<file path="config.mk">
export PLATFORM = sky130hd
export DESIGN_NAME = poets_onchip_mem_arbiter
export DESIGN_NICKNAME = d
export VERILOG_FILES = /design/src/rtl/poets_mem_arb_pkg.sv /design/src/rtl/poets_mem_rr_arb2.sv /design/src/rtl/poets_onchip_mem_arbiter.sv
export SDC_FILE = /design/constraint.sdc
export NUM_CORES = 1
export LEC_CHECK = 0
export BUFFER_PORTS_ARGS = -buffer_cell sky130_fd_sc_hd__buf_2
export CAP_MARGIN = 20
export CORE_MARGIN = 3
export CORE_UTILIZATION = 44
export DETAILED_ROUTE_END_ITERATION = 12
export GPL_ROUTABILITY_DRIVEN = 0
export PLACE_DENSITY = 0.76
export RECOVER_POWER = 50
export SETUP_SLACK_MARGIN = 0.15
export SYNTH_ARGS = -nofsm -noshare
export SYNTH_HDL_FRONTEND = slang
export SYNTH_HIERARCHICAL = 1
export SYNTH_SLANG_ARGS = --single-unit
</file>
<file path="constraint.sdc">
create_clock -name clk -period 1.7 [get_ports clk]
set_input_delay 0.085 -clock clk [delete_from_list [all_inputs] [get_ports clk]]
set_output_delay 0.085 -clock clk [all_outputs]
set_load 0.005 [all_outputs]
</file>
<file path="src/rtl/poets_mem_arb_pkg.sv">
// Shared types and defaults for the on-chip MLAB arbiter slice.
// No logic; latency n/a.
// Backpressure n/a.
package poets_mem_arb_pkg;

    localparam int ADDR_W_DEF = 5;
    localparam int DATA_W_DEF = 8;
    localparam int DEPTH_DEF  = 32;

    typedef enum logic {
        ST_SERVE = 1'b0,
        ST_FILL  = 1'b1
    } state_t;

    typedef logic req_id_t;

    localparam req_id_t ID_M0 = 1'b0;
    localparam req_id_t ID_M1 = 1'b1;

    // Tag carried down the read-return pipe alongside each granted read.
    typedef struct packed {
        logic    vld;
        req_id_t id;
    } rd_tag_t;

endpackage

</file>
<file path="src/rtl/poets_mem_rr_arb2.sv">
// Two-way round-robin arbiter with last-grant memory.
// Latency: combinational grant; last_grant updates on the grant edge.
// Backpressure: en low suppresses all grants; losers simply see no grant.
module poets_mem_rr_arb2
    import poets_mem_arb_pkg::*;
(
    input  logic       clk,
    input  logic       reset_n,
    input  logic       en,
    input  logic [1:0] req,
    output logic [1:0] grant,
    output req_id_t    grant_id
);

    req_id_t last_grant;
    logic    any_gnt;

    always_comb begin
        grant_id = ID_M0;
        if (req == 2'b11) begin
            grant_id = ~last_grant;
        end else if (req[1]) begin
            grant_id = ID_M1;
        end
        any_gnt = en & (|req);
        grant   = {any_gnt & grant_id, any_gnt & ~grant_id};
    end

    // Reset to m1 so m0 takes the very first tie.
    always_ff @(posedge clk or negedge reset_n) begin
        if (!reset_n) begin
            last_grant <= ID_M1;
        end else if (any_gnt) begin
            last_grant <= grant_id;
        end
    end

endmodule

</file>
<file path="src/rtl/poets_onchip_mem_arbiter.sv">
// Shares one single-port MLAB between two Avalon-MM masters and adds a constant-fill sequencer.
// Latency: write lands on the grant edge; read data returns 2 cycles after grant; fill takes DEPTH cycles.
// Backpressure: waitrequest for the losing master and for both masters throughout a fill.
module poets_onchip_mem_arbiter
    import poets_mem_arb_pkg::*;
#(
    parameter int ADDR_W = ADDR_W_DEF,
    parameter int DATA_W = DATA_W_DEF,
    parameter int DEPTH  = DEPTH_DEF
) (
    input  logic              clk,
    input  logic              reset_n,

    input  logic [ADDR_W-1:0] m0_address,
    input  logic              m0_read,
    input  logic              m0_write,
    input  logic [DATA_W-1:0] m0_writedata,
    output logic              m0_waitrequest,
    output logic [DATA_W-1:0] m0_readdata,
    output logic              m0_readdatavalid,

    input  logic [ADDR_W-1:0] m1_address,
    input  logic              m1_read,
    input  logic              m1_write,
    input  logic [DATA_W-1:0] m1_writedata,
    output logic              m1_waitrequest,
    output logic [DATA_W-1:0] m1_readdata,
    output logic              m1_readdatavalid,

    input  logic              fill_start,
    input  logic [DATA_W-1:0] fill_value,
    output logic              fill_busy,
    output logic              fill_done,

    output logic [ADDR_W-1:0] mem_address,
    output logic              mem_chipselect,
    output logic              mem_write,
    output logic              mem_debugaccess,
    output logic [DATA_W-1:0] mem_writedata,
    input  logic [DATA_W-1:0] mem_readdata
);

    localparam logic [ADDR_W-1:0] LAST_ADDR = ADDR_W'(DEPTH - 1);

    state_t            state, state_nxt;
    logic [ADDR_W-1:0] fill_cnt, fill_cnt_nxt;
    logic [DATA_W-1:0] fill_val;
    logic              fill_active;
    logic              fill_last;

    logic [1:0]        req;
    logic [1:0]        grant;
    req_id_t           grant_id;
    logic              gnt_write;
    logic              gnt_read;
    logic [ADDR_W-1:0] gnt_addr;
    logic [DATA_W-1:0] gnt_wdata;

    logic [ADDR_W-1:0] addr_hold;
    logic [DATA_W-1:0] wdata_hold;
    logic              rd_push;
    rd_tag_t           rd_tag;

    assign req         = {m1_read | m1_write, m0_read | m0_write};
    assign fill_active = (state == ST_FILL);
    assign fill_last   = fill_active && (fill_cnt == LAST_ADDR);
    assign fill_busy   = fill_active;

    // Grants are blocked while in reset so any pending request sees waitrequest.
    poets_mem_rr_arb2 u_arb (
        .clk      (clk),
        .reset_n  (reset_n),
        .en       (~fill_active & reset_n),
        .req      (req),
        .grant    (grant),
        .grant_id (grant_id)
    );

    assign m0_waitrequest = fill_active | (req[0] & ~grant[0]);
    assign m1_waitrequest = fill_active | (req[1] & ~grant[1]);

    assign gnt_write = (grant_id == ID_M1) ? m1_write     : m0_write;
    assign gnt_read  = (grant_id == ID_M1) ? m1_read      : m0_read;
    assign gnt_addr  = (grant_id == ID_M1) ? m1_address   : m0_address;
    assign gnt_wdata = (grant_id == ID_M1) ? m1_writedata : m0_writedata;

    always_comb begin
        state_nxt    = state;
        fill_cnt_nxt = fill_cnt;
        case (state)
            ST_SERVE: begin
                if (fill_start) begin
                    state_nxt    = ST_FILL;
                    fill_cnt_nxt = '0;
                end
            end
            ST_FILL: begin
                fill_cnt_nxt = fill_cnt + 1'b1;
                if (fill_last) begin
                    state_nxt = ST_SERVE;
                end
            end
            default: state_nxt = ST_SERVE;
        endcase
    end

    // A simultaneous read+write is treated as a write with no read return.
    always_comb begin
        mem_chipselect = 1'b0;
        mem_write      = 1'b0;
        mem_address    = addr_hold;
        mem_writedata  = wdata_hold;
        rd_push        = 1'b0;
        if (fill_active) begin
            mem_chipselect = 1'b1;
            mem_write      = 1'b1;
            mem_address    = fill_cnt;
            mem_writedata  = fill_val;
        end else if (|grant) begin
            mem_chipselect = 1'b1;
            mem_write      = gnt_write;
            mem_address    = gnt_addr;
            mem_writedata  = gnt_wdata;
            rd_push        = gnt_read & ~gnt_write;
        end
    end

    // The RAM only honours wren when debugaccess is set.
    assign mem_debugaccess = mem_write;

    always_ff @(posedge clk or negedge reset_n) begin
        if (!reset_n) begin
            state      <= ST_SERVE;
            fill_cnt   <= '0;
            fill_val   <= '0;
            fill_done  <= 1'b0;
            addr_hold  <= '0;
            wdata_hold <= '0;
            rd_tag     <= '0;
        end else begin
            state      <= state_nxt;
            fill_cnt   <= fill_cnt_nxt;
            fill_done  <= fill_last;
            addr_hold  <= mem_address;
            wdata_hold <= mem_writedata;
            rd_tag     <= '{vld: rd_push, id: grant_id};
            if (!fill_active && fill_start) begin
                fill_val <= fill_value;
            end
        end
    end

    // Second pipe stage: RAM q is valid now, steer it to the requester.
    always_ff @(posedge clk or negedge reset_n) begin
        if (!reset_n) begin
            m0_readdatavalid <= 1'b0;
            m1_readdatavalid <= 1'b0;
            m0_readdata      <= '0;
            m1_readdata      <= '0;
        end else begin
            m0_readdatavalid <= rd_tag.vld && (rd_tag.id == ID_M0);
            m1_readdatavalid <= rd_tag.vld && (rd_tag.id == ID_M1);
            if (rd_tag.vld && (rd_tag.id == ID_M0)) begin
                m0_readdata <= mem_readdata;
            end
            if (rd_tag.vld && (rd_tag.id == ID_M1)) begin
                m1_readdata <= mem_readdata;
            end
        end
    end

endmodule
</file>
==> results.txt, run 1 <==
The net count after synthesis was 249; the post-detailed-route count of antenna-violating nets was 0. The number of vias per cell after detailed routing was 4.93. The most critical setup path has its startpoint at u_arb/last_grant. The most used flip-flop cell after synthesis is dfrtp_1. The synthesized design contains 49 register bits.

The fraction of layout cells with a size suffix above 1 is 48.0%, and the peak supply drop is 0.689 mV. The static leakage power was 1.54 nW. Along the worst path, the maximum fanout reaches 7. Setup repair after global routing could not meet its margin everywhere. The run gives -0.313 ns as the final critical-path setup slack. The tools report the finished layout cell area as 3200 um^2. The max-capacitance violation count is 0.

Entering global routing, the biggest net connects 50 pins. For the count of nets after finishing, the log shows 352. Clock-pin slew was measured on the worst setup and hold paths at 0.08 ns.

After layout, the worst path uses 118% of the clock period. Compared with the post-synthesis result, the final layout area differs by 38.5%. Setup violations remaining at the end of the flow were counted as 17.

After detailed routing, the number of remaining DRC violations is 0. Clock tree synthesis found a total of 49 sinks. The core region is 4880 um^2.

Layer with the highest usage after global routing: met2. In the final routed layout, each cell accounts on average for 15.5 um. The tree is rooted in a clkbuf_8.

The first global-routing pass estimated 9.34 mm of wire. After the first detailed-routing iteration, the DRC count stood at 102. For this design the ratio of total power to cell area is 1380 nW/um^2. Measured along the y axis, the die boundary spans 78.4 um.

The clock tree synthesis step divided the H-tree into 2 levels. STA classifies the critical path startpoint as a register. In this run, distinct cell masters in the synthesized netlist total 34. For the utilization after layout, the log shows 65.5%.

The tools report the number of global-route vias before repair as 1,897. Critical path class: reg -> out. The number of flops mapped to enable cells by yosys came out at 0. At the worst endpoint, the arrival time is 1.93 ns. The checks that failed: negative setup slack. Headroom to the max-slew limit came out at 20.8%. The tools report the met3 global-route usage as 3.90%. The tools report the number of top-level pins as 87. The flow ran to the end, but the final reports show violations.

The Yosys step of the flow raised 6 warnings. The type of the worst min-delay path was in -> reg. The minimum clock period came out at 2.01 ns. For this block, the routed nets add up to 5.71 mm of wire.

A synthesized cell averages 11.7 um^2. In the global route stage, overall resource usage came out at 19.5%. The run gives 0 as the number of pins exceeding their max-slew limit in the final report. Ranked by total cell area, the synthesized netlist is headed by dfrtp_1, mux2_1, mux2_4.

After synthesis, the share of flip-flops with an asynchronous set or reset is 100%. The number of clock buffers added by TritonCTS is 5. Before antenna repair, the detailed router went through 4 iterations. In this run the core area contains 25 standard-cell rows. The via count of the routed design was 1,818; the setup skew after layout was 0.00788 ns. The total overflow left after global routing is 0.

In the global route stage, met1 resource usage came out at 24.7%. For the pin with the worst max-slew slack, the measured transition is 1.19 ns. The initial utilization of the core area, before any placement, comes to 47.3%.

The tools report the met2 demand-to-capacity share in global routing as 33.8%. The tools report the post-synthesis instance total as 198. The placed wire-length estimate was 3.94 mm; the portion of synthesized cell area occupied by the leading cell type was 52.0%. After detailed placement, the total cell area comes to 2890 um^2.

Of the synthesized area, sequential elements account for 53.2%. The die is 78.4 um wide. At the later pin of the worst-skew pair, clock insertion delay measures 0.30 ns. TritonCTS built the clock tree. The logs give 2310 um^2 for the post-synth design cell area and 2 for the maximum number of buffers from clock root to sink.

The run gives 0 as the initial antenna violation count. STA classifies the critical path endpoint as an output port. The number of endpoints with negative hold slack in the final report was 0; the number of port buffers was 86.

The logs give 6150 um^2 for the floorplan die area and 497 MHz for the highest clock frequency the design can meet. The synthesized design spends more area on one cell type than any other, namely dfrtp_1. In this run the critical register-to-register path is launched from u_arb/last_grant. The antenna cell count was 0.

The launch instance of the worst min-delay path is mem_readdata[4]. For the required arrival time at the worst endpoint, the log shows 1.62 ns.
-- state kept, by name, indices dropped and copies added (netlist names), 2 cells and up --
| signal | cells |
|---|---|
| fill_val | 8 |
| m0_readdata | 8 |
| m1_readdata | 8 |
| wdata_hold | 8 |
| addr_hold | 5 |
| fill_cnt | 5 |
| rd_tag | 2 |
-- power by group --
part           internal (mW)  total [mW]  leakage (nW)  switching, mW
combinational          0.878        1.77         0.876          0.891
sequential              1.56        1.78         0.602          0.224
clock                  0.478       0.853        0.0574          0.375
-- worst max-delay path: stages (launching register included) --
cell	delay, ns
dfstp_2	0.56
inv_1	0.07
a21oi_4	0.22
or2_4	0.23
nor2_1	0.08
o31ai_2	0.30
buf_2	0.18
-- synth_stat cells (2+ instances only) --
cell,instances
nor2_1,16
buf_2,4
mux2_1,16
buf_4,4
a211oi_1,13
and2_1,2
nand2_1,21
o31ai_1,6
dfrtp_1,48
mux2_4,8
inv_1,6
a21oi_1,2
buf_6,3
nand3_1,3
o21ai_1,3
nor2b_1,15
o31ai_2,7
o21ai_0,4
ha_1,2
-- final cells by class --
type	instances	area, um^2
multi-input cells	131	1140
repair buffers	107	598
fillers	396	1680
well taps	67	83.8
inverters	7	26.3
clock inverters	2	37.5
clock buffers	6	82.6
flip-flops and latches	49	1230
-- layer usage --
layer / vias to the layer above / part of all wire [%]
met2: 41 / 51
met4: 0 / 1.2
met1: 881 / 44
li1: 891 / -
met5: - / 0
met3: 5 / 3.9
-- per-stage QoR --
stage                     setup TNS (ns)  total power, mW  setup WS, ns  std cells  hold slack (ns)
after global placement         -0.000374             3.30     -0.000374        349            0.252
final                              -3.75             4.40        -0.313        369           0.0102
after detailed placement          -0.308             3.37       -0.0686        349            0.244
after floorplan                        0             2.82         0.144        198           -0.211
after CTS                          -3.70             4.40        -0.282        368          0.00246
after global routing               -5.45             4.70        -0.388        369          0.00538
-- layout by cell type (no fill, tap or decap), types with 6 or more instances in the layout --
cell type	synthesis	routed
a211oi_2	0	10
buf_2	4	73
buf_4	4	10
clkbuf_1	1	14
clkbuf_8	0	6
dfrtp_1	48	48
inv_1	6	6
mux2_1	16	16
mux2_4	8	8
nand2_1	21	20
nor2_1	16	14
nor2b_1	15	13
o31ai_2	7	11
-- path summary, 6_finish.rpt --
check | to | slack [ns] | cells past startpoint
min reg2reg | m0_readdata[2] | 0.49 | 1
max reg2reg | wdata_hold[2] | 0.07 | 7
max in group asynchronous | addr_hold[4] | 0.29 | 3
min in group asynchronous | fill_cnt[3] | 0.70 | 3
max | mem_writedata[0] | -0.31 | 6
min | m0_readdata[4] | 0.01 | 2
-- kinds of logic after synthesis --
group / count (synthesis) / share of synthesized area [%]
AOI/OAI and AO/OA: 40 / 13.8
buffers and inverters: 19 / 4.93
and+or+nand+nor: 62 / 13.2
xor gates and xnor gates: 1 / 0.379
DFF: 49 / 53.2
adders and majority gates: 2 / 1.08
muxes: 25 / 13.4
-- timing repair --
item | CTS | global route
setup buffers | 6 | 1
hold endpoints to repair | 53 | 0
gates resized for setup | 19 | 7
pin swaps | 21 | 1
hold buffers | 4 | 0
endpoints found under the setup margin | 38 | 39
cloned | 1 | 0
Note: power is estimated with default switching activity, not from simulation.
==> inputs of run 2 (changes only) <==
clock period = 1.6 ns   (was 1.7 ns; I/O delays follow)
==> run 2 against run 1 <==
  * The flow still finishes with violations (negative setup slack)
  * Flip-flop and latch count is the same
  * Critical endpoint unchanged
  * Power grew 11%
  * Clock power grew 4.8%
  * Global-route usage shrank 0.29 points
  * Worst setup slack lost 0.097 ns
  * Die area is the same
  * Non-clock buffer count grew 3
  * Combinational power grew 17%
==> results.txt, run 2 (synthesis results as in run 1) <==
The run finished, with violations left. Violated checks: negative setup slack (unchanged). For the final wirelength, the log shows 5.75 mm (was 5.71 mm). The final critical-path setup slack was -0.411 ns (was -0.313 ns). The register share of total power was 39.3% (was 40.5%). The initial antenna violation count came out at 0 (unchanged). The worst slew margin relative to its limit was 29.4% (was 20.8%). The tools report the global-route wire length before repair as 9.05 mm (was 9.34 mm). The number of placed cells counting well taps was 351 (was 349). The setup skew after layout came out at 0.0113 ns (was 0.00788 ns).

Utilization after layout: 69.2% (was 65.5%). TritonCTS built the clock tree. The H-tree depth came out at 2 (unchanged).

The aggregate global-route resource usage came out at 19.2% (was 19.5%). The routed length per placed instance is 15.4 um (was 15.5 um). The worst-margin pin slew was 1.06 ns (was 1.19 ns); the aggregate global routing overflow was 0 (unchanged). The layout overhead on the synthesized area is 46.2% (was 38.5%), and the number of endpoints with negative hold slack in the final report is 0 (unchanged). The internal power contribution came out at 3.20 mW (was 2.91 mW). The highest layer used for signal routing was met4 (unchanged). After layout, the worst path uses 126% of the clock period. The floorplan die area is 6150 um^2 (unchanged). The number of port buffers came out at 86 (unchanged). The die outline width works out to 78.4 um (unchanged). The run gives 25 (unchanged) as the number of rows created at floorplan. Library cell used as clock root buffer: clkbuf_8 (unchanged). The height of the die works out to 78.4 um (unchanged).

The placed wire-length estimate came out at 3.73 mm (was 3.94 mm). The max-capacitance violation count is 0 (unchanged). The logs give 4880 um^2 (unchanged) for the core box area and 2.92 mm (was 2.93 mm) for the routed length on met2. The part of the total power dissipated in combinational logic was 42.4% (was 40.2%).

Commonest cells after routing, fill and taps aside: buf_2, dfrtp_1, nand2_1 (unchanged). The total of endpoints with negative setup slack in the final report was 16 (was 17); the minimum clock period was 2.01 ns. Switching power of the nets: 1.68 mW (was 1.49 mW).

The pin count of the biggest net entering global routing came out at 50 (unchanged). The number of DRC violations after detailed routing is 0 (unchanged). The tools report the length of routed met3 wiring as 303 um (was 220 um). The number of top-level pins came out at 87 (unchanged).

The first element of the critical path was u_arb/last_grant (unchanged). For the clock sink total, the log shows 49 (unchanged). Setup repair after global routing could not meet its margin everywhere.

For this run, the top clock speed supported by timing is 497 MHz. Via count of the routed design: 1,876 (was 1,818). Data arrival time at the worst-slack endpoint: 1.93 ns (about the same). The startpoint type of the worst setup path was a register (unchanged). Critical path class: reg -> out (unchanged).

The required arrival time at the worst endpoint is 1.52 ns (was 1.62 ns). Maximum number of buffers from clock root to sink: 2 (unchanged). The tools report the peak supply drop as 0.818 mV (was 0.689 mV). The logs give 0.30 ns (about the same) for the clock insertion delay at the later pin of the skew report and 1.60 nW (was 1.54 nW) for the static leakage power.

The maximum net fanout on the critical path came out at 7 (unchanged). The final cell count without fillers is 373 (was 369), and the clock-pin transition on the worst setup and hold timing paths is 0.09 ns (was 0.08 ns). The number of DRC markers after the initial detailed-route iteration is 58 (was 102), and the count of nets after finishing is 356 (was 352). The number of detailed-route iterations in the first pass is 4 (unchanged), and the fraction of layout cells with a size suffix above 1 is 52.9% (was 48.0%). The instance count along the most critical hold path came out at 2 (unchanged).

The switching power as a share of total power works out to 34.5% (was 33.8%). The tools report the startpoint of the worst-slack reg-to-reg timing path as u_arb/last_grant (unchanged). The type of the worst min-delay path was in -> reg (unchanged). The number of vias per cell after detailed routing was 5.03 (was 4.93).

The power density over cell area is 1450 nW/um^2 (was 1380 nW/um^2), and the register-to-register setup slack is 0.01 ns (was 0.07 ns). The clock share of power is 18.3% (was 19.4%). The reg-to-reg endpoint is addr_hold[0] (was wdata_hold[2]). For the post-detailed-route count of antenna-violating nets, the log shows 0 (unchanged).

The worst hold endpoint is m1_readdata[6] (was m0_readdata[4]). For the number of buffers added by the clock tree synthesis step, the log shows 5 (unchanged). The logs give 2.47 mm (was 2.49 mm) for the total routed wire length on the met1 layer and 47.3% (unchanged) for the initial core utilization. For the antenna cell count, the log shows 0 (unchanged).

The tools report the kind of end point of the critical path as an output port (unchanged). The most common library cell in the layout ignoring fill and taps is buf_2 (unchanged). The cell count of the worst reg-to-reg path is 6 (was 7), and the number of global-route vias before repair is 1,857 (was 1,897). Launch instance of the worst min-delay path: mem_readdata[6] (was mem_readdata[4]).

The tools report the number of pins exceeding their max-slew limit in the final report as 0 (unchanged).
[run 2: worst max-delay path by stage]
stage / slack [ns] / endpoint
2_1_floorplan: 0.06 / addr_hold[2]
3_3_place_gp: -0.16 / mem_writedata[0]
3_5_place_dp: -0.21 / mem_writedata[0]
4_1_cts: -0.41 / mem_writedata[5]
5_1_grt: -0.49 / mem_address[0]
6_report: -0.41 / mem_writedata[0]
[run 2: routing by layer]
layer / track usage, % / up-vias
met5: 0 / -
met4: 6.47 / 0
met3: 4.70 / 4
met2: 31.1 / 59
met1: 25.3 / 906
li1: - / 907
[run 2: final cells by class]
class                           instances  area (um^2)
Fill cell                             374         1510
Clock inverter                          1         30.0
Inverter                                7         28.8
Timing Repair Buffer                  110          663
Tap cell                               67         83.8
Sequential cell                        49         1230
Clock buffer                            7         86.3
Multi-Input combinational cell        132         1250
[run 2: repair_timing]
item                                    in CTS  in global routing
endpoints found under the hold margin       49                  3
endpoints found under the setup margin      40                 42
buffers inserted                             5                  2
cloned                                       1                  1
pin swaps                                   19                 10
resized for setup                           40                  9
hold buffers                                 2                  3
[run 2: power groups by stage]
stage	Sequential, mW	Clock, mW	Combinational [mW]
finish	1.92	0.894	2.07
global route	1.97	0.976	2.26
CTS	1.91	0.912	1.98
detailed placement	1.90	0	1.70
global placement	1.88	0	1.66
floorplan	1.85	0	1.18
[run 2: per-stage QoR]
stage	cell area, um^2	setup WS [ns]	setup TNS [ns]	hold slack [ns]	power (mW)
2_1_floorplan	2420	0.0600	0	-0.216	3.03
3_3_place_gp	2930	-0.159	-1.98	0.235	3.54
3_5_place_dp	2930	-0.213	-3.32	0.234	3.59
4_1_cts	3290	-0.407	-5.48	0.000852	4.80
5_1_grt	3370	-0.486	-7.23	0.000197	5.20
6_report	3370	-0.411	-5.58	0.0111	4.88
[run 2: critical path: stages, from the launching register on]
cell	delay, ns
dfstp_2	0.56
buf_6	0.11
inv_4	0.03
a21oi_4	0.18
or2_4	0.28
nor2_4	0.06
o31ai_4	0.24
buf_2	0.15
